[src/rtl/snake_move_controller_if.sv]
//==============================================================================
// Module      : snake_move_controller_if
// Description : Tick/direction-request inputs and head-state outputs of the
//               snake move controller.
// Revision    : 1.0 - initial release
//==============================================================================
`default_nettype none

interface snake_move_controller_if;
    logic       restart;
    logic       tick;
    logic       dir_req_valid;
    logic [1:0] dir_req;
    logic       dir_req_ready;
    logic [4:0] head_x;
    logic [4:0] head_y;
    logic [1:0] dir;
    logic       busy;
    logic       step_done;
    logic       overrun;
    logic       collide;

    modport master (
        output restart, tick, dir_req_valid, dir_req,
        input  dir_req_ready, head_x, head_y, dir, busy, step_done, overrun, collide
    );

    modport slave (
        input  restart, tick, dir_req_valid, dir_req,
        output dir_req_ready, head_x, head_y, dir, busy, step_done, overrun, collide
    );
endinterface

`default_nettype wire

[src/rtl/snake_move_controller.sv]
//==============================================================================
// Module      : snake_move_controller
// Description : Advances the snake head one cell per tick on a 32x32 grid using
//               a single shared 5-bit add/subtract datapath.
// Revision    : 1.0 - initial release
//==============================================================================
`default_nettype none

module snake_move_controller #(
    parameter bit         WRAP      = 1'b1,
    parameter logic [4:0] START_X   = 5'd16,
    parameter logic [4:0] START_Y   = 5'd16,
    parameter logic [1:0] START_DIR = 2'b00
) (
    input  wire logic               clk,
    input  wire logic               resetn,
    snake_move_controller_if.slave  bus
);

    typedef enum logic [1:0] {
        S_IDLE   = 2'd0,
        S_CALC   = 2'd1,
        S_COMMIT = 2'd2,
        S_HALT   = 2'd3
    } state_t;

    state_t     r_state;
    state_t     w_state_nxt;
    logic [4:0] r_x;
    logic [4:0] r_y;
    logic [4:0] r_result;
    logic       r_edge;
    logic [1:0] r_dir;
    logic [1:0] r_pend;
    logic       r_done;
    logic       r_ovr;
    logic       r_col;

    logic       w_clear;
    logic       w_busy;
    logic [1:0] w_pend_nxt;
    logic [4:0] w_opa;
    logic [4:0] w_opb;
    logic       w_cin;
    logic [5:0] w_sum;
    logic       w_edge;

    assign w_clear = !resetn || bus.restart;
    assign w_busy  = (r_state == S_CALC) || (r_state == S_COMMIT);

    always_comb begin
        w_state_nxt = r_state;
        w_pend_nxt  = r_pend;
        // Reverse check is against the committed heading, never the pending one
        if (bus.dir_req_valid && (r_state != S_HALT) &&
            (bus.dir_req != {~r_dir[1], r_dir[0]}))
            w_pend_nxt = bus.dir_req;

        // dir[0] selects the axis, dir[1] selects subtract (A + ~1 + 1)
        w_opa  = r_dir[0] ? r_y : r_x;
        w_opb  = r_dir[1] ? 5'b11110 : 5'b00001;
        w_cin  = r_dir[1];
        w_sum  = {1'b0, w_opa} + {1'b0, w_opb} + {5'b00000, w_cin};
        w_edge = w_sum[5] ^ r_dir[1];

        case (r_state)
            S_IDLE:   if (bus.tick) w_state_nxt = S_CALC;
            S_CALC:   w_state_nxt = S_COMMIT;
            S_COMMIT: w_state_nxt = (r_edge && !WRAP) ? S_HALT : S_IDLE;
            S_HALT:   w_state_nxt = S_HALT;
            default:  w_state_nxt = S_IDLE;
        endcase
    end

    always_ff @(posedge clk) begin
        if (w_clear) begin
            r_state  <= S_IDLE;
            r_x      <= START_X;
            r_y      <= START_Y;
            r_dir    <= START_DIR;
            r_pend   <= START_DIR;
            r_result <= 5'd0;
            r_edge   <= 1'b0;
            r_done   <= 1'b0;
            r_ovr    <= 1'b0;
            r_col    <= 1'b0;
        end else begin
            r_state <= w_state_nxt;
            r_pend  <= w_pend_nxt;
            r_done  <= 1'b0;
            r_ovr   <= bus.tick && w_busy;
            case (r_state)
                S_IDLE: begin
                    if (bus.tick) r_dir <= w_pend_nxt;
                end
                S_CALC: begin
                    r_result <= w_sum[4:0];
                    r_edge   <= w_edge;
                end
                S_COMMIT: begin
                    r_done <= 1'b1;
                    if (r_edge && !WRAP)
                        r_col <= 1'b1;
                    else if (r_dir[0])
                        r_y <= r_result;
                    else
                        r_x <= r_result;
                end
                default: ;
            endcase
        end
    end

    assign bus.dir_req_ready = (r_state != S_HALT);
    assign bus.head_x        = r_x;
    assign bus.head_y        = r_y;
    assign bus.dir           = r_dir;
    assign bus.busy          = w_busy;
    assign bus.step_done     = r_done;
    assign bus.overrun       = r_ovr;
    assign bus.collide       = r_col;

endmodule

`default_nettype wire

[src/flat_wrapper.sv]
// flat-port wrapper written by rule: the top's interface ports become plain ports
module snake_move_controller_flat 
#(
    parameter bit         WRAP      = 1'b1,
    parameter logic [4:0] START_X   = 5'd16,
    parameter logic [4:0] START_Y   = 5'd16,
    parameter logic [1:0] START_DIR = 2'b00
)
  (clk, resetn, bus_restart, bus_tick, bus_dir_req_valid, bus_dir_req, bus_dir_req_ready, bus_head_x, bus_head_y, bus_dir, bus_busy, bus_step_done, bus_overrun, bus_collide);
  snake_move_controller_if bus_i ();
  input  wire logic clk;
  input  wire logic resetn;
  input wire logic [$bits(bus_i.restart)-1:0] bus_restart;
  input wire logic [$bits(bus_i.tick)-1:0] bus_tick;
  input wire logic [$bits(bus_i.dir_req_valid)-1:0] bus_dir_req_valid;
  input wire logic [$bits(bus_i.dir_req)-1:0] bus_dir_req;
  output wire logic [$bits(bus_i.dir_req_ready)-1:0] bus_dir_req_ready;
  output wire logic [$bits(bus_i.head_x)-1:0] bus_head_x;
  output wire logic [$bits(bus_i.head_y)-1:0] bus_head_y;
  output wire logic [$bits(bus_i.dir)-1:0] bus_dir;
  output wire logic [$bits(bus_i.busy)-1:0] bus_busy;
  output wire logic [$bits(bus_i.step_done)-1:0] bus_step_done;
  output wire logic [$bits(bus_i.overrun)-1:0] bus_overrun;
  output wire logic [$bits(bus_i.collide)-1:0] bus_collide;
  assign bus_i.restart = bus_restart;
  assign bus_i.tick = bus_tick;
  assign bus_i.dir_req_valid = bus_dir_req_valid;
  assign bus_i.dir_req = bus_dir_req;
  assign bus_dir_req_ready = bus_i.dir_req_ready;
  assign bus_head_x = bus_i.head_x;
  assign bus_head_y = bus_i.head_y;
  assign bus_dir = bus_i.dir;
  assign bus_busy = bus_i.busy;
  assign bus_step_done = bus_i.step_done;
  assign bus_overrun = bus_i.overrun;
  assign bus_collide = bus_i.collide;
  snake_move_controller #(.WRAP(WRAP), .START_X(START_X), .START_Y(START_Y), .START_DIR(START_DIR)) u_core (.clk(clk), .resetn(resetn), .bus(bus_i));
endmodule
[config.mk]
export PLATFORM = sky130hd
export DESIGN_NAME = snake_move_controller_flat
export DESIGN_NICKNAME = d
export VERILOG_FILES = /design/src/rtl/snake_move_controller_if.sv /design/src/rtl/snake_move_controller.sv /design/src/flat_wrapper.sv
export SDC_FILE = /design/constraint.sdc
export NUM_CORES = 1
export LEC_CHECK = 0
export BUFFER_PORTS_ARGS = -buffer_cell sky130_fd_sc_hd__buf_2
export CAP_MARGIN = 20
export CORE_MARGIN = 2
export CORE_UTILIZATION = 53
export CTS_CLUSTER_DIAMETER = 100
export CTS_CLUSTER_SIZE = 14
export DETAILED_ROUTE_END_ITERATION = 16
export HOLD_SLACK_MARGIN = 0.02
export PLACE_DENSITY_LB_ADDON = 0.1
export SKIP_LAST_GASP = 1
export SLEW_MARGIN = 20
export SYNTH_ARGS = -nofsm -noshare
export SYNTH_HDL_FRONTEND = slang
export SYNTH_SLANG_ARGS = --single-unit
[constraint.sdc]
create_clock -name clk -period 2.6 [get_ports clk]
set_clock_uncertainty 0.1 [all_clocks]
set_input_delay 0.39 -clock clk [delete_from_list [all_inputs] [get_ports clk]]
set_output_delay 0.39 -clock clk [all_outputs]
set_load 0.01 [all_outputs]
==> flow_summary_export.csv <==
group,metric,value,unit
timing,whs,254,ps
setup_path,crit_path_max_incr_delay,720,ps
placed_design,portBuffers,22,
setup_path,crit_slowest_cell,"dfxtp_1",
global_route,track_usage,18.0,%
setup_path,cp-end-kind,"flop",
setup_path,worstSetupPathType,"reg2reg",
cells_and_area,layout.nets,163,
setup_path,crit_fanout,15,
placed_design,place_hpwl,1.59,mm
synthesis,ys_types,31,
route,drtPass1Iterations,4,
cells_and_area,antenna_cells,0,
global_route,overflow,0,
clock_tree,post_cts.repair.setup_buffers,0,
pwr,max-vdd-ir-drop,0.252,mV
cells_and_area,final_common_cell,"dfxtp_1",
die,dieArea,2580,sq um
timing,timing.final.ws_setup,462,ps
global_route,grt_pass1_wl,3.51,mm
status,outcome,"finished, final reports clean",
flow_run,cap_violations,0,
synthesis,synth_edf_count,0,
cells_and_area,areaGrowthSynthToFinish,11.6,%
die,start_util,57.5,%
placed_design,gp_congestion,0.784,
clock_tree,clk_pin_slew,130,ps
placed_design,dp_slack,492,ps
synthesis,synthesis.nets,143,
clock_tree,cts_tree,"done",
timing,period_share,82.2,%
clock_tree,ctsHoldBuffers,0,
synthesis,postSynthCellCount,126,
pwr,p_leak,0.589,nW
route,routed_wl,2.15,mm
timing,finalHoldViolCount,0,
setup_path,startpoint_type,"flop",
timing,rsz0062_at_grt,"no",
route,drc,0,
route,vias,921,
clock_tree,clock_sinks,23,
die,die_y,50.8,um
timing,maxSlewViolCount,0,
cells_and_area,fillers,181,
synthesis,synthArstFlopShare,0,%
global_route,grt_max_degree,18,
timing,fin_setup_tns,0,ps
clock_tree,clock_path_buffers,2,
setup_path,arrival,2300,ps
route,via_per_inst,5.35,
die,rows,16,
cells_and_area,mostFrequentLayoutCells,"23 x dfxtp_1, 22 x buf_2, 15 x nor2_1, 11 x mux2i_1, 9 x ha_1",
clock_tree,cts.repair.resized,0,
route,wl_per_cell,12.5,um
die,core,2020,sq um
synthesis,seq_area_frac_synth,39.6,%
cells_and_area,drive_above_1_share,20.0,%
global_route,antenna_found_initial,0,
clock_tree,cts_made_buffers,3,
synthesis,ys_ff_latch,23,
global_route,grt_pass1_vias,779,
setup_path,crit_required,2760,ps
pwr,powerDensity,467,nW/um^2
timing,tightest_slew,636,ps
route,ant_nets,0,
clock_tree,clock_latency,300,ps
min_path,hp-class,"in2reg",
timing,relSlewSlack,57.6,%
synthesis,ys.flop_type,"dfxtp_1",
clock_tree,cts-root-buf,"clkbuf_4",
clock_tree,htreeDepth,1,
synthesis,yosysWarnings,0,
synthesis,avgSynthCellArea,9.23,sq um
setup_path,worstPathCellList,"mux2i_1 -> fa_1 -> nand2b_1 -> o2bb2ai_1 -> nor3_1 -> nand3b_1",
die,io_pins,24,
synthesis,syn_area,1160,sq um
timing,fmax,468,MHz
route,drt-initial-drc-count,9,
timing,min_period,2140,ps
die,die_w,50.8,um
timing,setup_viol,0,
-- final timing paths --
| check | start | to | slack (ps) | cells after the start |
|---|---|---|---|---|
| worst max-delay path | u_core.bus.dir[0]$_SDFFE_PP0P_ | u_core.r_result[4]$_SDFFE_PP0P_ | 460 | 6 |
| worst min-delay path | bus_tick | u_core.bus.dir[0]$_SDFFE_PP0P_ | 250 | 2 |
| worst max register to register | u_core.bus.dir[0]$_SDFFE_PP0P_ | u_core.r_result[4]$_SDFFE_PP0P_ | 460 | 6 |
| worst min register to register | u_core.bus.head_y[3]$_SDFFE_PP0P_ | u_core.bus.head_y[3]$_SDFFE_PP0P_ | 380 | 2 |
-- critical path, delay by kind of cell, from the launching register on --
family	cells	cell delay [ps]
compound gates	1	140
simple gates	3	430
mux	1	230
fa+ha+maj	1	460
flops	1	720
-- where the power goes --
part | total (mW) | switching [mW] | leakage [nW] | internal, mW
sequential | 0.368 | 0.00825 | 0.186 | 0.360
clock | 0.165 | 0.105 | 0.0150 | 0.0598
combinational | 0.0735 | 0.0426 | 0.388 | 0.0308
-- synth_stat cells, types with 2 or more instances --
| cell | n | share of area, % |
|---|---|---|
| dfxtp_1 | 23 | 40 |
| nor2_1 | 15 | 4.8 |
| mux2i_1 | 11 | 9.5 |
| ha_1 | 9 | 9.7 |
| nand2_1 | 8 | 2.6 |
| a21oi_1 | 7 | 3.0 |
| nand3_1 | 7 | 3.0 |
| inv_1 | 6 | 1.9 |
| clkbuf_1 | 5 | 1.6 |
| a211oi_1 | 4 | 2.6 |
| nand2b_1 | 4 | 2.2 |
| xnor2_1 | 4 | 3.0 |
| nand3b_1 | 3 | 1.9 |
| a311oi_1 | 2 | 1.5 |
| mux2_2 | 2 | 1.9 |
-- registers in the layout, indices dropped and copies added, names as in the netlist --
name                  cells
u_core.r_pend             2
u_core.bus.overrun        1
u_core.bus.head_y         5
u_core.r_state            2
u_core.bus.step_done      1
u_core.bus.dir            2
u_core.bus.head_x         5
u_core.r_result           5
-- cell type report --
class / count / area [sq um] / area share, %
Sequential cell: 23 / 460 / 35.5
Clock buffer: 4 / 26.3 / 2.03
Timing Repair Buffer: 23 / 118 / 9.06
Inverter: 6 / 22.5 / 1.74
Multi-Input combinational cell: 89 / 637 / 49.1
Tap cell: 27 / 33.8 / 2.60
-- per-stage QoR --
step           power [mW]  util (%)  instance area (sq um)  instances
2_1_floorplan       0.431         -                   1160        126
3_3_place_gp        0.447      62.9                   1270        168
3_5_place_dp        0.449      62.9                   1270        168
4_1_cts             0.608      64.2                   1300        172
5_1_grt             0.626      64.2                   1300        172
6_report            0.606      64.2                   1300        172
-- cell families after synthesis --
| kind of cell | Yosys count | share of synthesized area [%] |
|---|---|---|
| compound gates | 17 | 10.0 |
| fa+ha+maj | 10 | 11.4 |
| flops | 23 | 39.6 |
| buf+inv | 14 | 5.60 |
| mux | 13 | 11.4 |
| xor+xnor | 5 | 3.77 |
| other cells | 1 | 0.323 |
| simple gates | 43 | 17.9 |
-- per-layer routing --
metal / vias up / part of all wire, % / GRT usage [%]
li1: 466 / - / -
met1: 425 / 49 / 24.8
met2: 28 / 45 / 28.7
met3: 2 / 5.5 / 2.63
met4: 0 / 0.60 / 6.76
met5: - / 0 / 0
(Power assumes the default switching activity.)
